File: config.mk
export PLATFORM = sky130hd
export DESIGN_NAME = oserdes_tx_feeder_flat
export DESIGN_NICKNAME = d
export VERILOG_FILES = /design/src/rtl/oserdes_tx_feeder_if.sv /design/src/rtl/oserdes_tx_feeder.sv /design/src/flat_wrapper.sv
export SDC_FILE = /design/constraint.sdc
export NUM_CORES = 1
export LEC_CHECK = 0
export ABC_AREA = 0
export ABC_CLOCK_PERIOD_IN_PS = 2300
export CAP_MARGIN = 15
export CORE_MARGIN = 1.5
export CORE_UTILIZATION = 48
export CTS_CLUSTER_SIZE = 40
export DETAILED_ROUTE_END_ITERATION = 7
export GPL_ROUTABILITY_DRIVEN = 0
export GPL_TIMING_DRIVEN = 0
export PLACE_DENSITY = 0.75
export SLEW_MARGIN = 20
export SYNTH_ARGS = -nofsm -noshare
export SYNTH_HDL_FRONTEND = slang
export SYNTH_SLANG_ARGS = --single-unit
File: constraint.sdc
create_clock -name CLKDIV -period 2.3 [get_ports CLKDIV]
set_clock_uncertainty 0.05 [all_clocks]
set_input_delay 0.46 -clock CLKDIV [delete_from_list [all_inputs] [get_ports CLKDIV]]
set_output_delay 0.46 -clock CLKDIV [all_outputs]
set_load 0.1 [all_outputs]
File: src/rtl/oserdes_tx_feeder_if.sv
// Word-stream interface feeding oserdes_tx_feeder.
// Handshake: a word (S_DATA, S_LAST) transfers on a rising clock edge where
// S_VALID and S_READY are both 1. The master holds S_DATA/S_LAST stable while
// S_VALID=1 and S_READY=0. S_READY never depends on S_VALID.
interface oserdes_tx_feeder_if #(
  parameter int DATA_WIDTH = 4
);
  logic [DATA_WIDTH-1:0] S_DATA;
  logic                  S_LAST;
  logic                  S_VALID;
  logic                  S_READY;

  modport master (output S_DATA, output S_LAST, output S_VALID, input S_READY);
  modport slave  (input S_DATA, input S_LAST, input S_VALID, output S_READY);
endinterface

File: src/rtl/oserdes_tx_feeder.sv
// oserdes_tx_feeder: buffers parallel words in a small FIFO and plays them
// into an OSERDES (D1..D6, T1..T4) as framed bursts:
// IDLE -> PRE (one idle word, drivers on) -> BURST (one word per cycle)
// -> POST (one idle word, drivers on) -> IDLE.
// Optional feature: define OSERDES_TX_FEEDER_WC_EN to generate the WC
// write-command pulse during the PRE cycle; otherwise WC is tied to 0.
module oserdes_tx_feeder #(
  parameter int                    DATA_WIDTH   = 4,
  parameter int                    FIFO_DEPTH   = 4,
  parameter int                    START_LEVEL  = 2,
  parameter logic [DATA_WIDTH-1:0] IDLE_PATTERN = '0
) (
  input  logic                  CLKDIV,
  input  logic                  RSTN,
  oserdes_tx_feeder_if.slave    s,
  output logic                  D1,
  output logic                  D2,
  output logic                  D3,
  output logic                  D4,
  output logic                  D5,
  output logic                  D6,
  output logic                  T1,
  output logic                  T2,
  output logic                  T3,
  output logic                  T4,
  output logic                  OCE,
  output logic                  TCE,
  output logic                  WC,
  output logic                  BUSY,
  output logic                  UNDERRUN,
  input  logic                  UNDERRUN_CLR,
  output logic [1:0]            dbg_state_o
);

  localparam int PW = $clog2(FIFO_DEPTH);
  localparam int CW = PW + 1;
  localparam logic [CW-1:0] DEPTH_C = CW'(FIFO_DEPTH);
  localparam logic [CW-1:0] START_C = CW'(START_LEVEL);

  typedef enum logic [1:0] {
    ST_IDLE  = 2'd0,
    ST_PRE   = 2'd1,
    ST_BURST = 2'd2,
    ST_POST  = 2'd3
  } state_t;

  // FIFO storage: {last, data} per entry
  logic [DATA_WIDTH:0]   mem_q [FIFO_DEPTH];
  logic [PW-1:0]         wr_ptr_q, rd_ptr_q;
  logic [CW-1:0]         count_q, count_d;
  logic [CW-1:0]         last_cnt_q, last_cnt_d;

  // Output / control registers
  state_t                state_q;
  logic [DATA_WIDTH-1:0] d_q;
  logic                  t_q;
  logic                  busy_q;
  logic                  last_out_q;   // word currently on D closes the frame
  logic                  underrun_q;
  logic                  run_q;        // 1 from the first edge after reset release

  logic                  push, pop, fifo_empty, start_burst, pop_slot, underrun_set;
  logic [DATA_WIDTH-1:0] head_data;
  logic                  head_last;
  logic [5:0]            d_ext;

  assign fifo_empty   = (count_q == '0);
  assign s.S_READY    = run_q && (count_q < DEPTH_C);
  assign push         = s.S_VALID && s.S_READY;
  assign head_data    = mem_q[rd_ptr_q][DATA_WIDTH-1:0];
  assign head_last    = mem_q[rd_ptr_q][DATA_WIDTH];
  // A pop slot is every cycle that loads a new data word onto D
  assign pop_slot     = (state_q == ST_PRE) || ((state_q == ST_BURST) && !last_out_q);
  assign pop          = pop_slot && !fifo_empty;
  assign underrun_set = pop_slot && fifo_empty;
  assign start_burst  = (count_q >= START_C) || (last_cnt_q != '0);

  // Next occupancy and queued-LAST count; push+pop leaves them unchanged
  always_comb begin
    count_d    = count_q;
    last_cnt_d = last_cnt_q;
    if (push && !pop) count_d = count_q + 1'b1;
    else if (!push && pop) count_d = count_q - 1'b1;
    if ((push && s.S_LAST) && !(pop && head_last)) last_cnt_d = last_cnt_q + 1'b1;
    else if (!(push && s.S_LAST) && (pop && head_last)) last_cnt_d = last_cnt_q - 1'b1;
  end

  // FIFO storage write; contents are don't-care once pointers are reset
  always_ff @(posedge CLKDIV) begin
    if (push) mem_q[wr_ptr_q] <= {s.S_LAST, s.S_DATA};
  end

  // FIFO pointers and counters; reset discards every queued word
  always_ff @(posedge CLKDIV or negedge RSTN) begin
    if (!RSTN) begin
      wr_ptr_q   <= '0;
      rd_ptr_q   <= '0;
      count_q    <= '0;
      last_cnt_q <= '0;
    end else begin
      if (push) wr_ptr_q <= wr_ptr_q + 1'b1;
      if (pop)  rd_ptr_q <= rd_ptr_q + 1'b1;
      count_q    <= count_d;
      last_cnt_q <= last_cnt_d;
    end
  end

  // Run flag: enables the FIFO and the serializer clock enables
  always_ff @(posedge CLKDIV or negedge RSTN) begin
    if (!RSTN) run_q <= 1'b0;
    else       run_q <= 1'b1;
  end

  // Burst FSM with registered D/T/BUSY outputs
  always_ff @(posedge CLKDIV or negedge RSTN) begin
    if (!RSTN) begin
      state_q    <= ST_IDLE;
      d_q        <= IDLE_PATTERN;
      t_q        <= 1'b1;
      busy_q     <= 1'b0;
      last_out_q <= 1'b0;
    end else begin
      case (state_q)
        ST_IDLE: begin
          d_q <= IDLE_PATTERN;
          if (start_burst) begin
            state_q <= ST_PRE;
            t_q     <= 1'b0;
            busy_q  <= 1'b1;
          end else begin
            t_q     <= 1'b1;
            busy_q  <= 1'b0;
          end
        end
        ST_PRE, ST_BURST: begin
          t_q    <= 1'b0;
          busy_q <= 1'b1;
          if ((state_q == ST_BURST) && last_out_q) begin
            state_q    <= ST_POST;
            d_q        <= IDLE_PATTERN;
            last_out_q <= 1'b0;
          end else begin
            state_q <= ST_BURST;
            if (!fifo_empty) begin
              d_q        <= head_data;
              last_out_q <= head_last;
            end else begin
              d_q        <= IDLE_PATTERN;
              last_out_q <= 1'b0;
            end
          end
        end
        ST_POST: begin
          state_q <= ST_IDLE;
          d_q     <= IDLE_PATTERN;
          t_q     <= 1'b1;
          busy_q  <= 1'b0;
        end
        default: begin
          state_q <= ST_IDLE;
          d_q     <= IDLE_PATTERN;
          t_q     <= 1'b1;
          busy_q  <= 1'b0;
        end
      endcase
    end
  end

  // Sticky underrun flag; a new underrun beats a simultaneous clear
  always_ff @(posedge CLKDIV or negedge RSTN) begin
    if (!RSTN)             underrun_q <= 1'b0;
    else if (underrun_set) underrun_q <= 1'b1;
    else if (UNDERRUN_CLR) underrun_q <= 1'b0;
  end

`ifdef OSERDES_TX_FEEDER_WC_EN
  logic wc_q;
  // Write-command pulse coincident with the PRE cycle
  always_ff @(posedge CLKDIV or negedge RSTN) begin
    if (!RSTN) wc_q <= 1'b0;
    else       wc_q <= (state_q == ST_IDLE) && start_burst;
  end
  assign WC = wc_q;
`else
  assign WC = 1'b0;
`endif

  // Zero-extend the word onto the six serializer data inputs
  always_comb begin
    d_ext                 = '0;
    d_ext[DATA_WIDTH-1:0] = d_q;
  end

  assign D1 = d_ext[0];
  assign D2 = d_ext[1];
  assign D3 = d_ext[2];
  assign D4 = d_ext[3];
  assign D5 = d_ext[4];
  assign D6 = d_ext[5];
  assign T1 = t_q;
  assign T2 = t_q;
  assign T3 = t_q;
  assign T4 = t_q;
  assign OCE = run_q;
  assign TCE = run_q;
  assign BUSY = busy_q;
  assign UNDERRUN = underrun_q;
  assign dbg_state_o = state_q;

endmodule

File: src/flat_wrapper.sv
// flat-port wrapper written by rule: the top's interface ports become plain ports
module oserdes_tx_feeder_flat 
#(
  parameter int                    DATA_WIDTH   = 4,
  parameter int                    FIFO_DEPTH   = 4,
  parameter int                    START_LEVEL  = 2,
  parameter logic [DATA_WIDTH-1:0] IDLE_PATTERN = '0
)
  (CLKDIV, RSTN, D1, D2, D3, D4, D5, D6, T1, T2, T3, T4, OCE, TCE, WC, BUSY, UNDERRUN, UNDERRUN_CLR, dbg_state_o, s_S_DATA, s_S_LAST, s_S_VALID, s_S_READY);
  oserdes_tx_feeder_if #(.DATA_WIDTH(DATA_WIDTH)) s_i ();
  input  logic CLKDIV;
  input  logic RSTN;
  output logic D1;
  output logic D2;
  output logic D3;
  output logic D4;
  output logic D5;
  output logic D6;
  output logic T1;
  output logic T2;
  output logic T3;
  output logic T4;
  output logic OCE;
  output logic TCE;
  output logic WC;
  output logic BUSY;
  output logic UNDERRUN;
  input  logic UNDERRUN_CLR;
  output logic [1:0] dbg_state_o;
  input wire logic [$bits(s_i.S_DATA)-1:0] s_S_DATA;
  input wire logic [$bits(s_i.S_LAST)-1:0] s_S_LAST;
  input wire logic [$bits(s_i.S_VALID)-1:0] s_S_VALID;
  output wire logic [$bits(s_i.S_READY)-1:0] s_S_READY;
  assign s_i.S_DATA = s_S_DATA;
  assign s_i.S_LAST = s_S_LAST;
  assign s_i.S_VALID = s_S_VALID;
  assign s_S_READY = s_i.S_READY;
  oserdes_tx_feeder #(.DATA_WIDTH(DATA_WIDTH), .FIFO_DEPTH(FIFO_DEPTH), .START_LEVEL(START_LEVEL), .IDLE_PATTERN(IDLE_PATTERN)) u_core (.CLKDIV(CLKDIV), .RSTN(RSTN), .s(s_i), .D1(D1), .D2(D2), .D3(D3), .D4(D4), .D5(D5), .D6(D6), .T1(T1), .T2(T2), .T3(T3), .T4(T4), .OCE(OCE), .TCE(TCE), .WC(WC), .BUSY(BUSY), .UNDERRUN(UNDERRUN), .UNDERRUN_CLR(UNDERRUN_CLR), .dbg_state_o(dbg_state_o));
endmodule
==> results.sh, run 1 <==
export IMPL_wl_mm=3.13
export IMPL_grt_ovfl_total=0
export IMPL_cp_startpoint="u_core.T1"
export IMPL_port_buffer_count=23
export IMPL_drive_gt1_frac=0.327
export IMPL_antenna_found_initial=0
export IMPL_root_buffer="clkbuf_8"
export IMPL_min_delay_path_depth=1
export IMPL_antenna_left=0
export IMPL_start_kind="flop"
export IMPL_min_period_ns=2.25
export IMPL_nNetsFinal=189
export IMPL_wl_per_cell_um=14.5
export IMPL_cts_tree="built"
export IMPL_syn_cell_area_um2=1860
export IMPL_path_max_fanout=4
export IMPL_cts_buffer_depth=2
export IMPL_first_pass_iters=4
export IMPL_clock_latency_ns=0.29
export IMPL_maxSlewViolCount=0
export IMPL_status="complete, no violations"
export IMPL_finalHoldViolCount=0
export IMPL_rrSetupSlack_ns=0.08
export IMPL_critical_path_class="flop to output port"
export IMPL_numClockSinks=41
export IMPL_drtIter0Drc=57
export IMPL_hold_class="flop to flop"
export IMPL_viasPerCell=4.91
export IMPL_synth_avg_cell_area_um2=14.9
export IMPL_worst_r2r_path_depth=9
export IMPL_ys_ff_latch=41
export IMPL_hp_start="u_core.last_cnt_q[2]"
export IMPL_placeableCoreArea_um2=3690
export IMPL_fmax_ghz=0.444
export IMPL_yosysUniqueCellTypes=34
export IMPL_area_delta_synth_final_pct=29.4
export IMPL_fp_dieH_um=65.2
export IMPL_initial_core_util=0.504
export IMPL_tightestPinTransition_ns=0.972
export IMPL_cap_viol_max_count=0
export IMPL_holdWs_ns=0.424
export IMPL_fill_cells=269
export IMPL_seq_area_frac_synth=0.607
export IMPL_clk_pin_slew_ns=0.07
export IMPL_drc=0
export IMPL_grt_pass1_vias=1093
export IMPL_r2r_start="u_core.dbg_state_o[0]"
export IMPL_postSynthCellCount=125
export IMPL_r2r_end="u_core.last_cnt_q[1]"
export IMPL_num_io_pins=27
export IMPL_dp_hpwl_mm=2.20
export IMPL_endpoint="T2"
export IMPL_final_common_cell="edfxtp_1"
export IMPL_yosys_warnings=0
export IMPL_setup_viol=0
export IMPL_worstPathArrival_ns=1.74
export IMPL_die_width_um=65.2
export IMPL_cts_htree_levels=2
export IMPL_num_rows=22
export IMPL_maxSlewHeadroom=0.351
export IMPL_die_area_um2=4250
export IMPL_numCtsBuffers=5
export IMPL_finalCritPeriodShare=0.978
export IMPL_crit_required_ns=1.79
export IMPL_grt_usage=0.168
export IMPL_grt_pass1_wl_mm=5.12
export IMPL_cp_end_kind="output port"
export IMPL_antennaDiodeCount=0
export IMPL_layout_common_cells="20 x edfxtp_1, 18 x buf_4, 17 x dfrtp_1"
export IMPL_vias=1061
export IMPL_grt_max_degree=22
export IMPL_hold_buffers=0
## critical path: stages, from the launching register on
cell,delay [ns]
dfstp_2,0.55
buf_4,0.10
clkdlybuf4s15_1,0.80
## layout make-up
class / count / area (um2) / area share
multi-input cells: 67 / 693 / 0.288
flip-flops and latches: 41 / 1140 / 0.472
plain buffers: 8 / 63.8 / 0.0265
clock inverters: 2 / 35.0 / 0.0146
repair buffers: 34 / 304 / 0.126
inverters: 10 / 40.0 / 0.0166
clock buffers: 6 / 72.6 / 0.0302
well taps: 48 / 60.1 / 0.0250
## Yosys cell counts (all sizes together)
master,count,area share
dfrtp,20,0.27
edfxtp,20,0.32
ha,11,0.074
inv,10,0.020
buf,8,0.034
nor2b,6,0.022
and3,5,0.017
mux4,5,0.061
nor2,5,0.010
xnor2,5,0.024
mux2,4,0.024
xor2,4,0.019
nand3,3,0.0081
conb,2,0.0040
fa,2,0.022
o21ai,2,0.0074
o22ai,2,0.010
a31oi,1,0.0034
and2,1,0.0047
clkbuf,1,0.0020
dfstp,1,0.014
mux2i,1,0.0054
nand2,1,0.0020
nand2b,1,0.0034
nor3,1,0.0027
o211ai,1,0.0040
o21a,1,0.0040
or3,1,0.0061
## cell families (layout without fill, tap and decap cells)
kind of cell	Yosys count	count (layout)	synth area share
AO/OA/AOI/OAI	7	7	0.0290
XOR/XNOR	9	9	0.0424
adder cells (fa/ha/maj)	13	13	0.0956
buffers and inverters	19	60	0.0566
flip-flops	41	41	0.607
multiplexers	10	10	0.0902
other	2	4	0.00404
AND/OR/NAND/NOR	24	24	0.0754
## worst min-delay path by stage
stage | end | slack [ns]
6_report | u_core.last_cnt_q[2] | 0.42
5_1_grt | u_core.last_cnt_q[2] | 0.45
4_1_cts | u_core.last_cnt_q[2] | 0.42
2_1_floorplan | u_core.BUSY | 0.11
3_5_place_dp | u_core.last_cnt_q[2] | 0.41
3_3_place_gp | u_core.last_cnt_q[2] | 0.41
## metal layers
layer  part of all wire  wire length (um)  track usage  vias up
met4              0.011                33       0.0625        0
met2               0.52              1630        0.290       29
li1                   -                 -            -      506
met3              0.056               174       0.0565        4
met5                  0                 0            0        -
met1               0.41              1290        0.194      522
## flip-flops by register name, indices dropped and copies added (netlist names), 2 cells and up
signal / count
u_core.count_q: 3
u_core.d_q: 4
u_core.last_cnt_q: 3
u_core.dbg_state_o: 2
u_core.wr_ptr_q: 2
u_core.rd_ptr_q: 2
u_core.mem_q: 20
## through the flow
stage | cell area (um2) | utilization | instances | worst slack (ns) | TNS, ns
6_report | 2400 | 0.652 | 216 | 0.0502 | 0
5_1_grt | 2400 | 0.652 | 216 | -0.00795 | -0.0159
4_1_cts | 2330 | 0.631 | 207 | 0.00700 | 0
3_5_place_dp | 2190 | 0.594 | 198 | -0.205 | -0.380
3_3_place_gp | 2190 | 0.594 | 198 | -0.121 | -0.207
2_1_floorplan | 1900 | - | 127 | -0.262 | -0.986
## what timing repair did
item	4_1_cts	5_1_grt
setup endpoints to repair	13	9
endpoints found under the hold margin	0	0
gates resized for setup	18	8
pin swaps	0	4
setup buffers	1	10
Power of run 1 is left out: the tool's default activity adds up to more than one toggle a clock period on the data nets, which glitch-free logic cannot reach.
==> inputs of run 2 (changes only) <==
--- a/config.mk
+++ b/config.mk
@@ -9,12 +9,11 @@
 export ABC_CLOCK_PERIOD_IN_PS = 2300
 export CAP_MARGIN = 15
 export CORE_MARGIN = 1.5
-export CORE_UTILIZATION = 48
+export CORE_UTILIZATION = 35
 export CTS_CLUSTER_SIZE = 40
 export DETAILED_ROUTE_END_ITERATION = 7
 export GPL_ROUTABILITY_DRIVEN = 0
 export GPL_TIMING_DRIVEN = 0
-export PLACE_DENSITY = 0.75
 export SLEW_MARGIN = 20
 export SYNTH_ARGS = -nofsm -noshare
 export SYNTH_HDL_FRONTEND = slang
==> results.sh, run 2 (synthesis results as in run 1) <==
export IMPL_cts_buffer_depth=2
export IMPL_antennaDiodeCount=0
export IMPL_start_kind="flop"
export IMPL_hold_class="flop to flop"
export IMPL_placeableCoreArea_um2=5110
export IMPL_final_area_um2=2400
export IMPL_hp_start="u_core.last_cnt_q[2]"
export IMPL_port_buffer_count=23
export IMPL_maxSlewHeadroom=0.355
export IMPL_grt_pass1_wl_mm=4.88
export IMPL_cts_htree_levels=2
export IMPL_fmax_ghz=0.443
export IMPL_num_io_pins=27
export IMPL_r2r_start="u_core.dbg_state_o[0]"
export IMPL_rsz0062_at_grt="yes"
export IMPL_crit_buf_inv=1
export IMPL_crit_slowest_cell="clkdlybuf4s50_1"
export IMPL_cts_tree="built"
export IMPL_clock_latency_ns=0.29
export IMPL_die_width_um=75.9
export IMPL_first_pass_iters=4
export IMPL_finalHoldViolCount=0
export IMPL_die_area_um2=5750
export IMPL_worstPathArrival_ns=1.75
export IMPL_grt_ovfl_total=0
export IMPL_root_buffer="clkbuf_8"
export IMPL_num_rows=26
export IMPL_setup_viol=0
export IMPL_maxSlewViolCount=0
export IMPL_layout_common_cells="20 x edfxtp_1, 17 x dfrtp_1, 15 x buf_4"
export IMPL_antenna_found_initial=0
export IMPL_fp_dieH_um=75.9
export IMPL_dpl_cell_area_um2=2220
export IMPL_drc=0
export IMPL_crit_family="buffers and inverters"
export IMPL_area_delta_synth_final_pct=29.2
export IMPL_cpPeakStageDelay_ns=1.12
export IMPL_tightestPinTransition_ns=0.964
export IMPL_vias=1039
export IMPL_grt_max_degree=22
export IMPL_clk_pin_slew_ns=0.08
export IMPL_min_to="u_core.last_cnt_q[2]"
export IMPL_regMostFlops="u_core.mem_q"
export IMPL_final_common_cell="edfxtp_1"
export IMPL_crit_required_ns=1.79
export IMPL_viasPerCell=4.42
export IMPL_rrSetupSlack_ns=0.09
export IMPL_cp_end_kind="output port"
export IMPL_cap_viol_max_count=0
export IMPL_status="complete, no violations"
export IMPL_dp_hpwl_mm=2.19
export IMPL_grt_pass1_vias=1047
export IMPL_drive_gt1_frac=0.327
export IMPL_initial_core_util=0.364
export IMPL_hold_buffers=0
export IMPL_r2r_end="u_core.last_cnt_q[1]"
export IMPL_min_period_ns=2.26
export IMPL_grt_usage=0.122
export IMPL_worst_r2r_path_depth=9
export IMPL_finalCritPeriodShare=0.981
export IMPL_wl_mm=3.05
export IMPL_critical_path_class="flop to output port"
export IMPL_wl_per_cell_um=13.0
export IMPL_drtIter0Drc=51
export IMPL_nNetsFinal=186
export IMPL_path_max_fanout=1
export IMPL_numClockSinks=41
export IMPL_crit_chain="clkdlybuf4s50_1"
export IMPL_largest_register_ffs=20
export IMPL_min_delay_path_depth=1
export IMPL_numCtsBuffers=5
export IMPL_top_regs="u_core.mem_q: 20 flops, u_core.d_q: 4 flops"
export IMPL_antenna_left=0
==> run 2: cell count changes in the layout (fill, tap and decap cells not counted), sizes merged <==
cell	previous run	this run
dlymetal6s2s	3	1
clkdlybuf4s50	11	13
buf	19	16
clkbuf	8	9
clkdlybuf4s15	2	1
==> run 2: cell type report <==
cell class / count / area (um2)
Sequential cell: 41 / 1140
Inverter: 10 / 40.0
Timing Repair Buffer: 31 / 273
Multi-Input combinational cell: 67 / 693
Clock buffer: 6 / 72.6
Clock inverter: 2 / 35.0
Tap cell: 70 / 87.6
Fill cell: 450 / 2710
Buffer: 8 / 63.8
==> run 2: metal layers <==
| metal | wire, um | track usage | part of all wire |
|---|---|---|---|
| met1 | 1310 | 0.145 | 0.43 |
| met2 | 1560 | 0.195 | 0.51 |
| met3 | 150 | 0.0344 | 0.049 |
| met4 | 31 | 0.0754 | 0.010 |
| met5 | 0 | 0 | 0 |
==> run 2: what timing repair did <==
item                                    CTS  global route
setup buffers                             3             5
endpoints found under the setup margin   12             6
pin swaps                                 1             1
resized for setup                        21             5
==> run 2: how the worst max path moves through the flow <==
| stage | start | end | depth (start not counted) |
|---|---|---|---|
| 3_3_place_gp | u_core.dbg_state_o[0] | u_core.last_cnt_q[1] | 9 |
| 2_1_floorplan | u_core.OCE | u_core.last_cnt_q[2] | 8 |
| 6_report | u_core.BUSY | BUSY | 1 |
| 4_1_cts | u_core.T1 | T2 | 2 |
| 5_1_grt | u_core.dbg_state_o[0] | u_core.last_cnt_q[2] | 11 |
| 3_5_place_dp | u_core.dbg_state_o[0] | u_core.last_cnt_q[1] | 9 |
==> run 2: stage by stage <==
step / hold slack (ns) / TNS, ns / util / worst slack [ns] / instances
after floorplan: 0.114 / -0.986 / - / -0.262 / 127
after global placement: 0.403 / -0.212 / 0.434 / -0.139 / 220
after detailed placement: 0.426 / -0.432 / 0.434 / -0.230 / 220
after CTS: 0.439 / 0 / 0.464 / 0.000953 / 230
after global routing: 0.458 / 0 / 0.470 / 0.00339 / 235
final: 0.432 / 0 / 0.470 / 0.0436 / 235
==> run 2: worst register-to-register path, cell delays in order, from the launching register on <==
cell	delay [ns]
dfrtp_4	0.51
inv_4	0.08
ha_4	0.14
nor2b_4	0.17
o21ai_4	0.08
nand2b_4	0.14
ha_2	0.19
inv_2	0.05
fa_2	0.42
mux2_2	0.27
Power of run 2 is left out for the same reason.
